`src/rtl/bcd_countdown_timer.sv`:
```
// bcd_countdown_timer: M:SS BCD countdown with internal one-second prescaler, pause/resume and clear.
module bcd_countdown_timer #(
  parameter int TICKS_PER_SEC = 100,
  parameter int PRESC_W = 24
) (
  input  logic       clk,
  input  logic       rst_n,
  input  logic       load,
  input  logic [3:0] load_min,
  input  logic [3:0] load_sec_tens,
  input  logic [3:0] load_sec_ones,
  input  logic       start,
  input  logic       stop,
  input  logic       clear,
  output logic [3:0] min,
  output logic [3:0] sec_tens,
  output logic [3:0] sec_ones,
  output logic       running,
  output logic       done,
  output logic       zero
);
  typedef enum logic [1:0] {IDLE, RUN, PAUSED, DONE} state_t;
  state_t state, state_n;
  logic [PRESC_W-1:0] presc, presc_n;
  logic [3:0] min_n, tens_n, ones_n, dec_min, dec_tens, dec_ones;
  logic done_n, tick, dec_zero;
  function automatic logic [3:0] sat(input logic [3:0] v, input logic [3:0] hi);
    return v > hi ? hi : v;
  endfunction
  assign zero = min == 4'd0 && sec_tens == 4'd0 && sec_ones == 4'd0;
  assign running = state == RUN;
  assign tick = state == RUN && presc == PRESC_W'(TICKS_PER_SEC - 1);
  assign dec_ones = sec_ones != 4'd0 ? sec_ones - 4'd1 : 4'd9;
  assign dec_tens = sec_ones != 4'd0 ? sec_tens : sec_tens != 4'd0 ? sec_tens - 4'd1 : 4'd5;
  assign dec_min = (sec_ones == 4'd0 && sec_tens == 4'd0 && min != 4'd0) ? min - 4'd1 : min;
  assign dec_zero = dec_min == 4'd0 && dec_tens == 4'd0 && dec_ones == 4'd0;
  always_comb begin
    state_n = state;
    presc_n = presc;
    min_n = min;
    tens_n = sec_tens;
    ones_n = sec_ones;
    done_n = 1'b0;
    if (state == RUN) begin
      presc_n = tick ? '0 : presc + 1'b1;
      min_n = tick && !zero ? dec_min : min;
      tens_n = tick && !zero ? dec_tens : sec_tens;
      ones_n = tick && !zero ? dec_ones : sec_ones;
    end
    if (clear) begin
      state_n = IDLE;
      presc_n = '0;
      min_n = 4'd0;
      tens_n = 4'd0;
      ones_n = 4'd0;
    end else if (tick && dec_zero) begin
      state_n = DONE;
      done_n = 1'b1;
    end else if (stop) begin
      state_n = state == RUN ? PAUSED : state;
    end else if (start) begin
      if (!zero && state != RUN) begin
        state_n = RUN;
        presc_n = state == PAUSED ? presc : '0;
      end
    end else if (load && state != RUN) begin
      min_n = sat(load_min, 4'd9);
      tens_n = sat(load_sec_tens, 4'd5);
      ones_n = sat(load_sec_ones, 4'd9);
    end
  end
  always_ff @(posedge clk or negedge rst_n) begin
    if (!rst_n) begin
      state <= IDLE;
      presc <= '0;
      min <= 4'd0;
      sec_tens <= 4'd0;
      sec_ones <= 4'd0;
      done <= 1'b0;
    end else begin
      state <= state_n;
      presc <= presc_n;
      min <= min_n;
      sec_tens <= tens_n;
      sec_ones <= ones_n;
      done <= done_n;
    end
  end
endmodule

```
`config.mk`:
```
export PLATFORM = sky130hd
export DESIGN_NAME = bcd_countdown_timer
export DESIGN_NICKNAME = d
export VERILOG_FILES = /design/src/rtl/bcd_countdown_timer.sv
export SDC_FILE = /design/constraint.sdc
export NUM_CORES = 1
export LEC_CHECK = 0
export CORE_UTILIZATION = 55
export CTS_CLUSTER_SIZE = 16
export DETAILED_ROUTE_END_ITERATION = 7
export PLACE_DENSITY = 0.8
export SLEW_MARGIN = 15
export SYNTH_ARGS = -nofsm -noshare
export SYNTH_HDL_FRONTEND = slang
export SYNTH_SLANG_ARGS = --single-unit
```
`constraint.sdc`:
```
create_clock -name clk -period 3.3 [get_ports clk]
set_input_delay 0.33 -clock clk [delete_from_list [all_inputs] [get_ports clk]]
set_output_delay 0.33 -clock clk [all_outputs]
set_load 0.1 [all_outputs]
```
==> metrics.cfg <==
[status]
outcome = finished, final reports clean

[worst_setup_path]
regToRegSetupSlack_ns = 0.52
worstSetupPathType = flip-flop to flip-flop
end_kind = flip-flop
reg2regPathDepth = 8
critPathRequiredTime_ns = 3.51
crit_path_max_fanout = 7
cp-start-kind = flip-flop
r2r_start = sec_tens[0]$_DFF_PN0_
timing.rr.end = state[0]$_DFFE_PN0P_
critPathArrivalTime_ns = 2.99

[floorplanning]
core_area_um2 = 4140
die_h_um = 68.8
die_x_um = 68.8
die-area_um2 = 4730
start_util = 0.592
num_rows = 23
pin_count = 33

[logic_synthesis]
synth-adder-area-share = 0.0153
synth_seq_cells = 39
synth_edf_count = 0
yosys.area_share.simple = 0.322
yosys.area_share.xor_xnor = 0.0750
synthArstFlopShare = 1.00
synth_top_area_share = 0.398
yosys-top-cells-area = dfrtp_1 40%, nor2_1 7.7%, xnor2_1 4.6%
synth_cell_type_count = 50
synth_cells = 285
seq_area_frac_synth = 0.398
syn_avg_cell_area_um2 = 8.60
synth_compound_gate_area_share = 0.113
synthMuxAreaShare = 0.0378
synth_top_family_by_area = simple AND/OR/NAND/NOR gates
synthTopCellsByCount = 50 x nor2_1, 39 x dfrtp_1, 24 x nand2_1
syn_area_um2 = 2450
ys.warnings.count = 0
yosysMostFrequentCell = nor2_1
syn_nets = 306
ys.flop_type = dfrtp_1
synth_largest_area_cell = dfrtp_1

[grt]
grt_pass1_vias = 1955
grt_pass1_wl_mm = 9.26
grt_max_degree = 40
antenna_found_initial = 0
grt-ovfl-total = 0
grt_use_total = 0.270

[timing]
slew_headroom = 0.321
setup_viol = 0
finalHoldViolCount = 0
finalMaxSlewViolations = 0
worstMarginPinSlew_ns = 1.02
skew_ns = 0.00212
fmax_mhz = 359
rsz0062_at_grt = false
setup_tns_ns = 0
timing.final.crit_share = 0.844
min_period_ns = 2.78

[power]
power_per_cell_area_nw_per_um2 = 412
power.total_mw = 1.21
leakagePower_nw = 1.19
irDropWorstVdd_uv = 283

[drt]
drtIter0Drc = 137
via_per_inst = 6.00
num_vias = 2225
postRouteAntennaNets = 0
wl_per_cell_um = 15.1
drt_first_pass_iters = 4
drc_errors = 0
wl_mm = 5.62

[clock_tree]
cts_root_buf = clkbuf_8
htreeDepth = 2
ctsResizeCount = 0
clock_sinks = 39
clk_latency_ns = 0.29
clockBufferDepth = 2
clkTransAtPathRegs_ns = 0.07
post_cts_buffers = 0
numCtsBuffers = 5
cts_tree = built
hold_buffers = 0

[layout]
drive_gt1_frac = 0.0841
area_growth_pct = 20.2
fin_nets = 341
antenna_cells = 0
fin_util = 0.711
final_area_um2 = 2950

[placement]
dpl_cell_area_um2 = 2820
post-dp-hpwl_mm = 4.10
place.gp.congestion = 0.902
portBuffers = 32

[hold_path]
hold_path_class = input port to async pin

[flow_run]
cap_violations = 0

-- kinds of logic (layout without fill, tap and decap cells) --
logic type                 count (synthesis)  count (layout)
and+or+nand+nor                          150             150
muxes                                      9               9
adders and majority gates                  3               3
xor gates and xnor gates                  21              21
DFF                                       39              39
buffers and inverters                     23              59
AOI/OAI and AO/OA                         40              40
-- worst max-delay path by stage --
stage | to | depth (start not counted) | from | slack, ns
detailed placement | state[0]$_DFFE_PN0P_ | 8 | sec_tens[0]$_DFF_PN0_ | 0.60
global placement | state[0]$_DFFE_PN0P_ | 8 | sec_tens[0]$_DFF_PN0_ | 0.66
finish | state[0]$_DFFE_PN0P_ | 8 | sec_tens[0]$_DFF_PN0_ | 0.52
global route | presc[21]$_DFFE_PN0P_ | 8 | sec_tens[0]$_DFF_PN0_ | 0.25
floorplan | state[0]$_DFFE_PN0P_ | 8 | min[0]$_DFF_PN0_ | 0.16
CTS | state[0]$_DFFE_PN0P_ | 8 | sec_tens[0]$_DFF_PN0_ | 0.53
-- routing by layer --
metal	GRT usage	part of all wire	up-vias
met5	0	0	-
met4	0.0765	0.011	0
met3	0.0773	0.059	5
met2	0.391	0.44	62
met1	0.390	0.49	1066
li1	-	-	1092
-- state kept, by name (all words and copies together), names as in the netlist --
signal,cells
sec_tens,4
min,4
presc,24
sec_ones,4
state,2
done,1
-- critical path, stage by stage, from the launching register on --
cell,delay (ns)
dfrtp_1,0.45
inv_1,0.13
ha_1,0.24
or3b_2,0.51
nor3_4,0.17
mux2i_1,0.25
nand4_1,0.14
or4_4,0.55
a311oi_2,0.26
-- final cells by class --
cell class / instances / area [um^2]
Tap cell: 50 / 62.6
Clock buffer: 6 / 72.6
Clock inverter: 2 / 60.1
Multi-Input combinational cell: 223 / 1380
Inverter: 15 / 56.3
Timing Repair Buffer: 36 / 338
Fill cell: 330 / 1200
Sequential cell: 39 / 976
-- where the power goes --
part	total (mW)	switching (mW)	internal, mW
clock	0.469	0.167	0.302
sequential	0.501	0.0154	0.485
combinational	0.244	0.164	0.0791
-- metrics by stage --
stage,cells,hold WS [ns],setup WS (ns)
2_1_floorplan,285,0.0344,0.157
3_3_place_gp,363,0.487,0.660
5_1_grt,371,0.222,0.254
6_report,371,0.145,0.515
4_1_cts,371,0.176,0.529
3_5_place_dp,363,0.498,0.597
-- cells in the final DEF (no fill, tap or decap), drive strengths merged, types with 3 or more instances in the layout --
master,instances
xor2,8
or4,3
nand3b,4
nor3,13
a21oi,11
nor3b,3
a311oi,4
a22o,3
nand4,11
xnor2,13
o21ai,6
nor4,10
and2,3
clkbuf,6
ha,3
mux2i,7
a211oi,6
nor2,50
nand2,24
buf,8
nand3,13
dfrtp,39
and3,4
inv,14
clkdlybuf4s50,28
Power figures use the tool's default switching activity.
